**src/rtl/ld_ctrl_backend.sv**
```systemverilog
// Back-end load controller: strided CRAM read sequencer feeding a 2-entry bypass output buffer.
// Optional macro LD_BACKEND_BOUND_CHK_EN stops the sequence at the end of the address space and flags O_Error.
module ld_ctrl_backend #(
    parameter int WIDTH_ADDR = 10,
    parameter int WIDTH_DATA = 32
) (
    input  logic                  clock,
    input  logic                  reset,
    input  logic                  I_Start_Load,
    input  logic                  I_Indirect,
    input  logic [WIDTH_ADDR:0]   I_Length,
    input  logic [WIDTH_ADDR-1:0] I_Stride,
    input  logic [WIDTH_ADDR-1:0] I_Base,
    input  logic                  I_Stall,
    input  logic [WIDTH_DATA-1:0] I_Rd_Data,
    output logic                  O_Rd_Req,
    output logic [WIDTH_ADDR-1:0] O_Rd_Addr,
    output logic                  O_Valid,
    output logic [WIDTH_DATA-1:0] O_Data,
    output logic                  O_Last,
    output logic                  O_Term_Load,
    output logic                  O_Ack,
    output logic                  O_Error,
    output logic                  O_Busy
);
    typedef enum logic [1:0] {S_IDLE, S_LOAD, S_DRAIN, S_DONE} state_t;

    state_t                       r_state;
    logic [WIDTH_ADDR-1:0]        r_addr;
    logic [WIDTH_ADDR-1:0]        r_stride;
    logic [WIDTH_ADDR:0]          r_rem;
    logic                         r_indirect;
    logic                         r_req_last;
    logic                         r_arr;
    logic                         r_arr_last;
    logic [1:0]                   r_cnt;
    logic [1:0][WIDTH_DATA:0]     r_buf;

    logic [WIDTH_ADDR-1:0]        w_addr_nxt;
    logic                         w_ovf;
    logic                         w_last;
    logic                         w_pop;
    logic [2:0]                   w_occ;
    logic                         w_credit;
    logic [WIDTH_DATA:0]          w_in;
    logic [WIDTH_DATA:0]          w_e0;
    logic [WIDTH_DATA:0]          w_e1;

`ifdef LD_BACKEND_BOUND_CHK_EN
    logic                         r_err;
    logic [WIDTH_ADDR:0]          w_sum;
    assign w_sum      = {1'b0, r_addr} + {1'b0, r_stride};
    assign w_addr_nxt = w_sum[WIDTH_ADDR-1:0];
    assign w_ovf      = w_sum[WIDTH_ADDR];
`else
    assign w_addr_nxt = r_addr + r_stride;
    assign w_ovf      = 1'b0;
`endif

    assign w_last = (r_rem == (WIDTH_ADDR+1)'(1)) | w_ovf;

    // Word arriving from CRAM this cycle is presented directly when the buffer is empty.
    assign O_Valid = (r_cnt != 2'd0) | r_arr;
    assign O_Data  = (r_cnt != 2'd0) ? r_buf[0][WIDTH_DATA-1:0] : (r_arr ? I_Rd_Data : '0);
    assign O_Last  = (r_cnt != 2'd0) ? r_buf[0][WIDTH_DATA] : r_arr_last;
    assign w_pop   = O_Valid & ~I_Stall;

    // Occupancy = buffered + arriving + requested; a new issue must keep it within 2.
    assign w_occ    = {1'b0, r_cnt} + {2'b00, r_arr} + {2'b00, O_Rd_Req};
    assign w_credit = (w_occ < 3'd2) | (w_pop & (w_occ == 3'd2));

    assign w_in = {r_arr_last, I_Rd_Data};
    assign w_e0 = (r_cnt != 2'd0) ? r_buf[0] : w_in;
    assign w_e1 = (r_cnt == 2'd2) ? r_buf[1] : w_in;

    always_ff @(posedge clock or negedge reset) begin
        if (!reset) begin
            r_arr      <= 1'b0;
            r_arr_last <= 1'b0;
            r_cnt      <= 2'd0;
            r_buf      <= '0;
        end else begin
            r_arr      <= O_Rd_Req;
            r_arr_last <= O_Rd_Req & r_req_last;
            r_cnt      <= r_cnt + {1'b0, r_arr} - {1'b0, w_pop};
            if (w_pop) begin
                r_buf[0] <= w_e1;
                r_buf[1] <= w_in;
            end else begin
                r_buf[0] <= w_e0;
                r_buf[1] <= w_e1;
            end
        end
    end

    always_ff @(posedge clock or negedge reset) begin
        if (!reset) begin
            r_state     <= S_IDLE;
            r_addr      <= '0;
            r_stride    <= '0;
            r_rem       <= '0;
            r_indirect  <= 1'b0;
            r_req_last  <= 1'b0;
            O_Rd_Req    <= 1'b0;
            O_Rd_Addr   <= '0;
            O_Term_Load <= 1'b0;
            O_Ack       <= 1'b0;
            O_Error     <= 1'b0;
            O_Busy      <= 1'b0;
`ifdef LD_BACKEND_BOUND_CHK_EN
            r_err       <= 1'b0;
`endif
        end else begin
            O_Rd_Req    <= 1'b0;
            O_Term_Load <= 1'b0;
            O_Ack       <= 1'b0;
            O_Error     <= 1'b0;
            case (r_state)
                S_IDLE: begin
                    if (I_Start_Load) begin
                        r_addr     <= I_Base;
                        r_stride   <= I_Stride;
                        r_rem      <= I_Length;
                        r_indirect <= I_Indirect;
                        O_Busy     <= 1'b1;
`ifdef LD_BACKEND_BOUND_CHK_EN
                        r_err      <= 1'b0;
`endif
                        // Zero length passes through an already-empty DRAIN so DONE lands one cycle later.
                        r_state    <= (I_Length == '0) ? S_DRAIN : S_LOAD;
                    end
                end
                S_LOAD: begin
                    if (w_credit) begin
                        O_Rd_Req   <= 1'b1;
                        O_Rd_Addr  <= r_addr;
                        r_addr     <= w_addr_nxt;
                        r_rem      <= r_rem - (WIDTH_ADDR+1)'(1);
                        r_req_last <= w_last;
`ifdef LD_BACKEND_BOUND_CHK_EN
                        r_err      <= w_ovf & (r_rem != (WIDTH_ADDR+1)'(1));
`endif
                        if (w_last)
                            r_state <= S_DRAIN;
                    end
                end
                S_DRAIN: begin
                    if ((r_cnt == 2'd0) && !r_arr && !O_Rd_Req) begin
                        r_state     <= S_DONE;
                        O_Term_Load <= 1'b1;
                        O_Ack       <= r_indirect;
`ifdef LD_BACKEND_BOUND_CHK_EN
                        O_Error     <= r_err;
`endif
                    end
                end
                default: begin
                    r_state <= S_IDLE;
                    O_Busy  <= 1'b0;
                end
            endcase
        end
    end
endmodule

```
**config.mk**
```make
export PLATFORM = sky130hd
export DESIGN_NAME = ld_ctrl_backend
export DESIGN_NICKNAME = d
export VERILOG_FILES = /design/src/rtl/ld_ctrl_backend.sv
export SDC_FILE = /design/constraint.sdc
export NUM_CORES = 1
export LEC_CHECK = 0
export ABC_AREA = 1
export ABC_CLOCK_PERIOD_IN_PS = 2400
export CAP_MARGIN = 20
export CORE_MARGIN = 2
export CORE_UTILIZATION = 23
export CTS_CLUSTER_SIZE = 8
export DETAILED_ROUTE_END_ITERATION = 10
export GPL_TIMING_DRIVEN = 0
export SYNTH_ARGS = -nofsm -noshare
export SYNTH_HDL_FRONTEND = slang
export SYNTH_SLANG_ARGS = --single-unit
```
**constraint.sdc**
```tcl
create_clock -name clock -period 2.4 [get_ports clock]
set_input_delay 0.48 -clock clock [delete_from_list [all_inputs] [get_ports clock]]
set_output_delay 0.48 -clock clock [all_outputs]
set_load 0.02 [all_outputs]
```
==> Word level (Yosys, flattened, before mapping) <==
Index checks and enable logic that the tools add are counted.
{ "totals": {"register_bits": 119, "inputBits": 68, "out_inout_bits": 49, "word_cells": 81} }
{ "op_classes": {"add_sub_neg": 6, "n_lt_le_gt_ge": 1, "eq_ne": 10, "mux": 26, "n_bitwise": 7, "n_reduce_logical": 15} }
{ "op_table": {"columns": ["op", "n"], "rows": [
  ["33-bit 2-to-1 mux", 2],
  ["66-bit 2-to-1 mux", 1],
  ["32-bit 2-to-1 mux", 2],
  ["11-bit 2-to-1 mux", 2],
  ["11-bit case mux with 2 select lines", 1],
  ["10-bit 2-to-1 mux", 2],
  ["10-bit case mux with 2 select lines", 1],
  ["11-bit by 1-bit equality test with 1-bit output, second input constant", 1],
  ["11-bit logical NOT", 1],
  ["11-bit by 1-bit subtractor with 11-bit output, second input constant", 1],
  ["10-bit adder", 1],
  ["2-bit 2-to-1 mux", 5],
  ["2-bit inequality test, second input constant", 5],
  ["1-bit 2-to-1 mux", 8],
  ["2-bit case mux with 3 select lines", 1],
  ["2-bit AND reduction", 3],
  ["2-bit equality test, second input constant", 2],
  ["2-bit logical NOT", 2],
  ["4-bit AND reduction", 1],
  ["2-bit nonzero test", 2],
  ["2-bit by 1-bit adder with 3-bit output", 1],
  ["3-bit by 1-bit adder with 3-bit output", 1],
  ["1-bit bitwise AND", 3],
  ["3-bit by 2-bit equality test with 1-bit output, second input constant", 1],
  ["11 further kinds", 15]
]} }

==> Depth between registers and ports, before layout <==
Gate-level depths: netlist (run 1).
{ "logic_depth": {"ltp_word": 7, "depth_mapped": 13, "ltp_nobuf": 11} }

==> Least setup slack after synthesis (run 1) <==
Ideal clock, no wire load.
{ "synth_timing": {"path_kind": "register to register", "startpoint": "register r_arr", "endpoint": "register r_rem[4]", "setup_ns": 0.117, "arrival_ns": 2.052, "required_time_ns": 2.283, "slack_ns": 0.232, "path_stages_with_launch": 14, "n_path_buf": 3, "synth_period_minus_slack_ns": 2.168, "path_cell_list": "dfrtp_1 -> inv_2 -> clkbuf_1 -> fa_1 -> ha_1 -> nand2_1 -> nor2_1 -> nand2_2 -> nand3_2 -> nand2_2 -> buf_6 -> buf_6 -> nand2_1 -> nand2_1"} }
{ "synth_via": {"elab_chain_cells": 7, "elab_cells_between_ends": 10, "cone_classes": "add/sub: 2; order compare: 1; eq/ne: 2; bitwise: 4; reduce/logical: 1"} }
{ "synth_rtl": {"columns": ["element", "line", "text"], "rows": [
  ["start: declaration", "34", "logic r_arr;"],
  ["start signal: assignment", "83", "r_arr <= O_Rd_Req;"],
  ["parallel branches: the longest is 4 deep, another holds 2-bit by 1-bit adder with 3-bit output", null, null],
  ["1-bit OR *", "70", "assign w_credit = (w_occ < 3'd2) | (w_pop & (w_occ == 3'd2));"],
  ["2-bit inequality test (no source line) *", null, null],
  ["3-bit AND reduction (no source line) *", null, null],
  ["end signal: assignment", "123", "r_rem <= I_Length;"],
  ["end signal: assignment", "138", "r_rem <= r_rem - (WIDTH_ADDR+1)'(1);"],
  ["end: declaration", "31", "logic [WIDTH_ADDR:0] r_rem;"]
]} }
Every way passes the cells marked *.
A chain may end at the register's enable or synchronous reset.

==> Worst setup path after layout (run 1) <==
{ "layout_timing": {"startpoint": "register r_arr", "endpoint": "output O_Data[4]"} }
{ "layout_via": {"elab_chain_cells": 2} }
{ "layout_rtl": {"columns": ["element", "line", "text"], "rows": [
  ["32-bit 2-to-1 mux (2 in a row)", "64", "assign O_Data = (r_cnt != 2'd0) ? r_buf[0][WIDTH_DATA-1:0] : (r_arr ? I_Rd_Data : '0);"],
  ["end: declaration", "19", "output logic [WIDTH_DATA-1:0] O_Data,"]
]} }
Every way passes these cells.

==> flow_summary.ini, run 1 <==
[critical_path]
critical_path_arrival_ps = 1870
critPathCaptureType = output pin
path_max_fanout = 10
critPathRequiredTime_ps = 1920
crit_family = buffers and inverters
reg2reg_slack_ps = 110
slowest_stage = dfrtp_1
cp-start-kind = register
critPathBufInv = 3
cp_cell_sequence = clkinv_4 > buf_2 > o31ai_4 > clkdlybuf4s15_2
critPathMaxStageDelay_ps = 420
crit_type = reg -> out

[final_layout]
final_cell_area_sq_um = 9040
n_antenna_cell = 0
drive_gt1_share_pct = 14.8
nNetsFinal = 1080
multiInputGateArea_sq_um = 3190
seq_area_sq_um = 2980
nFillCells = 3020
final_cells = 1388
syn2layout_area_growth_pct = 36.8

[global_route]
grt_max_degree = 74
track_usage_pct = 13.6
overflow = 0
grt_first_pass_wirelength_mm = 33.0
antenna_found_initial = 0
first_global_vias = 6200

[timing]
hold_viol_final = 0
hold_ws_ps = 466
maxSlewViolCount = 0
setup_viol = 0
final.setup.tns_ps = 0
tightestPinTransition_ps = 669
max-slew-margin-rel_pct = 55.4
fmax_mhz = 426
fin_worst_skew_ps = 8.37
fin_crit_sh_pct = 97.9
period_minus_slack_ps = 2350
rsz0062_at_grt = yes

[hold_path]
min_path_type = reg -> reg

[die]
pin_count = 117
initial_utilization_pct = 23.2
rows = 62
die_width_microns = 173
die_h_microns = 173
design.die.area_sq_um = 30100
core_area_sq_um = 28500

[yosys]
synthFlopType = dfrtp_1
syn_nets = 934
yosysTopAreaCell = dfrtp_1
ys_seq_area_share_pct = 45.1
synth.avg_cell_area_sq_um = 7.82
synth_area_sq_um = 6610
yosys.area.top_type_share_pct = 45.1
synth.most_common_cell = nand2_1
synth-edff-count = 0
async_reset_ff_share_pct = 100
synth_seq_cells = 119
ys_top_cells_by_area = dfrtp_1 45%, nand2_1 16%, o311ai_0 4.4%
ys_types = 35
synth_cells = 845
synth_common_cells = 275 x nand2_1, 119 x dfrtp_1, 72 x inv_1
ys_warn_count = 0

[placed_design]
dp_hpwl_mm = 14.3
place_congestion = 0.842
dp_cells = 1345
numPortBuffers = 115
place_area_sq_um = 8270

[detailed_routing]
drt_wl_total_mm = 20.1
drt_iter0_drc = 496
avgRoutedWirePerCell_microns = 14.5
dr.pass1.iters = 5
via_per_inst = 4.52
drc = 0
vias = 6267
ant_nets = 0

[power_and_ir_drop]
pwr-share-clk_pct = 18.6
power_switching_w = 0.00620
combPwrFrac_pct = 55.1
peakVddDrop_uv = 525
sw_frac_of_total_pct = 45.4
internal_power_w = 0.00746
p_leak_nw = 4.18
power_per_cell_area_nw_per_um2 = 1510
seqPwrFrac_pct = 26.2

[cts]
insertion_delay_ps = 420
tritoncts = yes
htree_levels = 4
clockBufferDepth = 2
root_buffer = clkbuf_16
numCtsBuffers = 17
cts_sinks = 119
clk_pin_slew_ps = 60

[run]
timing.max_cap.violations = 0

[run_status]
status = finished clean
[registers in the layout (all words and copies together) (netlist names)]
| register | flops |
|---|---|
| O_Term_Load | 1 |
| r_indirect | 1 |
| r_arr | 1 |
| r_stride | 10 |
| r_state | 2 |
| O_Rd_Addr | 10 |
| O_Rd_Req | 1 |
| r_req_last | 1 |
| O_Ack | 1 |
| r_rem | 11 |
| O_Busy | 1 |
| r_arr_last | 1 |
| r_addr | 10 |
| r_cnt | 2 |
| r_buf | 66 |
[worst reg2reg max path: stages (launching register included)]
cell	delay (ps)
dfrtp_1	420
clkinv_4	130
buf_12	150
fa_2	350
ha_1	280
nand2_1	50
nor2_1	120
nand2_2	90
nand3_2	110
nand2_4	60
buf_8	140
buf_6	140
nor2_1	80
nand2_1	60
nand2_1	50
[power by group through the flow]
stage / clock network, W / logic (W) / registers, W
6_report: 0.00255 / 0.00753 / 0.00358
3_3_place_gp: 0 / 0.00717 / 0.00358
2_1_floorplan: 0 / 0.00476 / 0.00356
4_1_cts: 0.00259 / 0.00734 / 0.00359
3_5_place_dp: 0 / 0.00728 / 0.00361
5_1_grt: 0.00268 / 0.00845 / 0.00371
[cell families after synthesis]
| group | synth area share, % |
|---|---|
| buffers and inverters | 7.97 |
| and+or+nand+nor | 23.0 |
| other | 0.0568 |
| adders and majority gates | 4.20 |
| muxes | 1.87 |
| DFF | 45.1 |
| AOI/OAI and AO/OA | 17.1 |
| xor gates and xnor gates | 0.795 |
[worst paths after layout]
check | start | end | cells past startpoint
max | r_arr | O_Data[4] | 4
min | r_req_last | r_arr_last | 2
max reg2reg | r_arr | r_addr[9] | 14
min reg2reg | r_req_last | r_arr_last | 2
max in group asynchronous | reset | r_stride[6] | 3
min in group asynchronous | reset | r_buf[29] | 2
[timing repair]
| item | in CTS | in global routing |
|---|---|---|
| resized for setup | 157 | 38 |
| hold buffers | 1 | 0 |
| endpoints found under the setup margin | 65 | 65 |
| pin swaps | 1 | 2 |
| endpoints found under the hold margin | 3 | 0 |
| setup buffers | 1 | 9 |
[final cells by class]
| cell class | instances | area share [%] |
|---|---|---|
| Clock buffer | 18 | 4.75 |
| Multi-Input combinational cell | 600 | 35.2 |
| Sequential cell | 119 | 33.0 |
| Inverter | 76 | 3.21 |
| Tap cell | 384 | 5.31 |
| Timing Repair Buffer | 127 | 13.4 |
| Buffer | 50 | 3.45 |
| Clock inverter | 14 | 1.66 |
[metal layers]
layer | vias to the layer above | track usage [%] | share of wire, %
met2 | 186 | 23.2 | 48
met1 | 2975 | 17.6 | 46
met4 | 0 | 3.67 | 0.85
met5 | - | 0 | 0
met3 | 20 | 2.68 | 5.1
li1 | 3086 | - | -
[cells in the final DEF, fill, tap and decap left out, types with 9 or more instances in the layout]
master and count:
inv_1 71, o21ai_0 55, buf_4 12, dfrtp_1 118
nor2_1 64, clkdlybuf4s15_2 17, clkbuf_1 17, nand2_1 275
mux2_2 11, a21oi_1 47, clkbuf_16 17, ha_1 19
o311ai_0 33, clkdlybuf4s50_1 81, nand3_1 29, o31ai_1 21
o31ai_2 9, buf_2 35
[through the flow]
step                utilization [%]  power [W]  setup slack, ps
global placement               28.9     0.0108            -4220
detailed placement             29.0     0.0109             -401
global route                   31.8     0.0148            -35.9
finish                         31.8     0.0137             51.4
floorplan                         -    0.00832              232
CTS                            31.5     0.0135            -55.3
(Power assumes the default switching activity.)
==> run 2: changes to the inputs <==
--- a/config.mk
+++ b/config.mk
@@ -13,6 +13,7 @@
 export CTS_CLUSTER_SIZE = 8
 export DETAILED_ROUTE_END_ITERATION = 10
 export GPL_TIMING_DRIVEN = 0
+export PLACE_DENSITY = 0.4
 export SYNTH_ARGS = -nofsm -noshare
 export SYNTH_HDL_FRONTEND = slang
 export SYNTH_SLANG_ARGS = --single-unit
==> flow_summary.ini, run 2 (synthesis results as in run 1) <==
[final_layout]
top_regs = r_buf: 66 flops, r_rem: 11 flops
nFillCells = 3059
mostFrequentLayoutCells = 275 x nand2_1, 118 x dfrtp_1, 81 x clkdlybuf4s50_1
seq_area_sq_um = 2980
multiInputGateArea_sq_um = 3220
layout_commonest_cell = nand2_1
post-route-util_pct = 32.0
drive_gt1_share_pct = 15.0
largest_reg_flops = 66
syn2layout_area_growth_pct = 37.9
final_cells = 1388
n_antenna_cell = 0
top_register = r_buf
nNetsFinal = 1080

[cts]
tritoncts = yes
clk_pin_slew_ps = 60
clockBufferDepth = 2
root_buffer = clkbuf_16
htree_levels = 4
insertion_delay_ps = 420
cts_sinks = 119
numCtsBuffers = 17

[detailed_routing]
drc = 0
drt_wl_total_mm = 21.3
ant_nets = 0
avgRoutedWirePerCell_microns = 15.3
vias = 6131
drt_iter0_drc = 492
via_per_inst = 4.42
dr.pass1.iters = 5

[global_route]
overflow = 0
grt_max_degree = 82
grt_first_pass_wirelength_mm = 34.6
first_global_vias = 6231
antenna_found_initial = 0
track_usage_pct = 14.6

[power_and_ir_drop]
finalPower_w = 0.0141
peakVddDrop_uv = 584
seqPwrFrac_pct = 25.4
power_per_cell_area_nw_per_um2 = 1550
combPwrFrac_pct = 53.3
power_switching_w = 0.00629
sw_frac_of_total_pct = 44.6
pwr-share-clk_pct = 21.3
p_leak_nw = 4.24
internal_power_w = 0.00783

[hold_path]
min_from = O_Rd_Addr[8]
min_path_type = reg -> reg

[critical_path]
cp-start-kind = register
critPathCaptureType = output pin
critPathRequiredTime_ps = 1920
r2r-start = r_arr
path_max_fanout = 7
critical_path_arrival_ps = 1820
startpoint = r_arr
crit_type = reg -> out

[timing]
tightestPinTransition_ps = 664
fin_crit_sh_pct = 95.9
max-slew-margin-rel_pct = 55.8
fmax_mhz = 435
hold_ws_ps = 469
hold_viol_final = 0
maxSlewViolCount = 0
setup_viol = 0
fin_worst_skew_ps = 9.77
period_minus_slack_ps = 2300

[placed_design]
place_congestion = 0.791
dp_cells = 1345
dp_hpwl_mm = 15.1
numPortBuffers = 115

[run_status]
status = finished clean

[run]
timing.max_cap.violations = 0

[die]
design.die.area_sq_um = 30100
rows = 62
pin_count = 117
core_area_sq_um = 28500
die_h_microns = 173
initial_utilization_pct = 23.2
die_width_microns = 173
-- run 2: cell type report --
| cell class | count | share of cell area [%] |
|---|---|---|
| inverter | 76 | 3.24 |
| tap | 384 | 5.27 |
| sequential | 119 | 32.7 |
| buffer | 50 | 3.39 |
| clock buffer | 18 | 4.82 |
| clock inverter | 14 | 2.69 |
| multi-input combinational | 600 | 35.3 |
| timing repair buffer | 127 | 12.6 |
-- run 2: routing by layer --
layer,track usage [%],vias up,wire (microns)
met5,0,-,0
met1,19.6,2908,10300
met2,24.1,129,9980
li1,-,3086,-
met3,3.05,8,869
met4,3.18,0,133
-- run 2: path summary, 6_finish.rpt --
check,to,slack [ps],cells after the start
hold reg to reg,O_Rd_Addr[8],470,2
min in group asynchronous,r_buf[28],530,2
setup / recovery,O_Valid,100,4
hold / removal,O_Rd_Addr[8],470,2
setup reg to reg,r_addr[6],150,13
max in group asynchronous,r_addr[4],1080,3
-- run 2: power by group through the flow --
stage	registers (W)	logic, W	clock network [W]
CTS	0.00358	0.00751	0.00310
floorplan	0.00356	0.00476	0
global placement	0.00362	0.00737	0
global route	0.00370	0.00853	0.00316
finish	0.00358	0.00753	0.00301
detailed placement	0.00362	0.00741	0
-- run 2: per-stage QoR --
stage	setup slack [ps]	TNS, ps	instance area (sq um)
final	98.6	0	9110
after global routing	-0.415	-0.415	9110
after CTS	-32.0	-101	9090
after detailed placement	-434	-17490	8270
after global placement	-4480	-547200	8240
after floorplan	232	0	6610
-- run 2: what timing repair did --
action | 4_1_cts | 5_1_grt
endpoints found under the hold margin | 38 | 0
resized for setup | 141 | 53
setup buffers | 3 | 6
hold buffers | 1 | 0
setup endpoints to repair | 65 | 61
pin swaps | 1 | 0
gates cloned | 0 | 1
-- run 2: critical path: stages, from the launching register on --
cell and delay (ps):
dfrtp_1 410, clkinv_4 120, buf_4 150, nand2_1 100, clkdlybuf4s50_1 630
==> run 3: changes to the inputs <==
--- a/config.mk
+++ b/config.mk
@@ -8,6 +8,7 @@
 export ABC_AREA = 1
 export ABC_CLOCK_PERIOD_IN_PS = 2400
 export CAP_MARGIN = 20
+export CORE_ASPECT_RATIO = 1.75
 export CORE_MARGIN = 2
 export CORE_UTILIZATION = 23
 export CTS_CLUSTER_SIZE = 8
==> flow_summary.ini, run 3 (synthesis results as in run 1) <==
[timing]
maxSlewViolCount = 0
max-slew-margin-rel_pct = 57.1
fin_crit_sh_pct = 97.1
fin_worst_skew_ps = 9.20
setup_viol = 0
hold_viol_final = 0
tightestPinTransition_ps = 643
final.setup.tns_ps = 0
fmax_mhz = 429
period_minus_slack_ps = 2330

[final_layout]
drive_gt1_share_pct = 13.7
largest_reg_flops = 66
nNetsFinal = 1074
top_regs = r_buf: 66 flops, r_rem: 11 flops
top_register = r_buf
syn2layout_area_growth_pct = 34.7
nFillCells = 3151
layout_commonest_cell = nand2_1
final_cell_area_sq_um = 8900
mostFrequentLayoutCells = 275 x nand2_1, 118 x dfrtp_1, 80 x clkdlybuf4s50_1
n_antenna_cell = 0

[detailed_routing]
avgRoutedWirePerCell_microns = 15.8
top_layer = met5
drc = 0
via_per_inst = 4.44
m1WireLength_mm = 8.28
ant_nets = 0
drt_iter0_drc = 240
drt_wl_total_mm = 21.7
dr_wl_met2_mm = 12.0
dr_wl_met3_microns = 876
vias = 6103
dr.pass1.iters = 5

[die]
initial_utilization_pct = 23.2
die_width_microns = 132
die_h_microns = 228
core_area_sq_um = 28400
pin_count = 117
design.die.area_sq_um = 30200
rows = 82

[placed_design]
dp_hpwl_mm = 16.1
place_area_sq_um = 8260
numPortBuffers = 115
place_congestion = 0.788

[global_route]
overflow = 0
track_usage_pct = 15.1
antenna_found_initial = 1
grt_first_pass_wirelength_mm = 35.1
first_global_vias = 6532
grt_max_degree = 62

[critical_path]
reg2reg_slack_ps = 150
r2r_end = r_addr[6]
critPathCaptureType = output pin
critical_path_arrival_ps = 1850
slowest_stage = dfrtp_2
cp-start-kind = register
critPathRequiredTime_ps = 1920
crit_type = reg -> out
cp_cell_sequence = nor2_4 > inv_2 > clkbuf_4 > o31ai_1 > dlygate4sd1_1
r2r-start = r_arr
startpoint = r_cnt[1]
worstRegToRegCells = 13
critPathMaxStageDelay_ps = 440
path_max_fanout = 10

[power_and_ir_drop]
power_per_cell_area_nw_per_um2 = 1540
peakVddDrop_uv = 662
p_leak_nw = 4.19

[cts]
clk_pin_slew_ps = 60
clockBufferDepth = 2
cts_sinks = 119
insertion_delay_ps = 440
tritoncts = yes
htree_levels = 4
root_buffer = clkbuf_16
numCtsBuffers = 17

[run]
timing.max_cap.violations = 0

[run_status]
status = finished clean

[hold_path]
min_path_type = in -> async
-- run 3: cell type report --
type                    instances  area [sq um]  share of cell area (%)
clock buffers                  23           488                    5.48
plain buffers                  49           289                    3.25
clock inverters                 8           168                    1.88
repair buffers                122          1070                    12.0
inverters                      76           288                    3.23
flip-flops and latches        119          2980                    33.5
multi-input cells             600          3140                    35.3
well taps                     378           473                    5.31
-- run 3: metrics by stage --
| step | hold slack [ps] | util [%] | instances | setup WS (ps) | total power (W) |
|---|---|---|---|---|---|
| 2_1_floorplan | 184 | - | 845 | 232 | 0.00832 |
| 3_3_place_gp | 457 | 29.0 | 1338 | -4690 | 0.0110 |
| 3_5_place_dp | 457 | 29.1 | 1339 | -466 | 0.0111 |
| 4_1_cts | 49.3 | 31.4 | 1371 | -56.3 | 0.0140 |
| 5_1_grt | 72.7 | 31.3 | 1375 | -6.04 | 0.0149 |
| 6_report | 6.20 | 31.3 | 1375 | 68.7 | 0.0137 |
-- run 3: power by group --
group	internal (W)	total (W)	switching (W)	leakage, nW
registers	0.00302	0.00359	0.000574	1.45
clock network	0.00194	0.00290	0.000959	0.319
logic	0.00264	0.00720	0.00456	2.42
total	0.00760	0.0137	0.00609	4.19
-- run 3: per-layer routing --
metal  vias up  track usage [%]
met5         -                0
met4         2             6.96
met3        24             3.07
met2       129             29.0
met1      2880             15.2
li1       3068                -
-- run 3: how the worst max path moves through the flow --
stage                 end  slack, ps
2_1_floorplan    r_rem[4]        230
3_3_place_gp    r_buf[53]      -4690
3_5_place_dp   O_Data[28]       -470
4_1_cts         O_Data[0]        -60
5_1_grt         r_addr[9]         -6
6_report        O_Data[6]         70
-- run 3: worst max-delay path, delay by kind of cell (launching register included) --
family	cells	cell delay [ps]
simple gates	1	110
buf+inv	3	650
flops	1	440
compound gates	1	200
-- run 3: repair_timing --
item,CTS,global route
hold endpoints to repair,0,0
hold buffers,0,0
resized for setup,153,35
pin swaps,1,1
buffers inserted,1,5
endpoints found under the setup margin,67,57
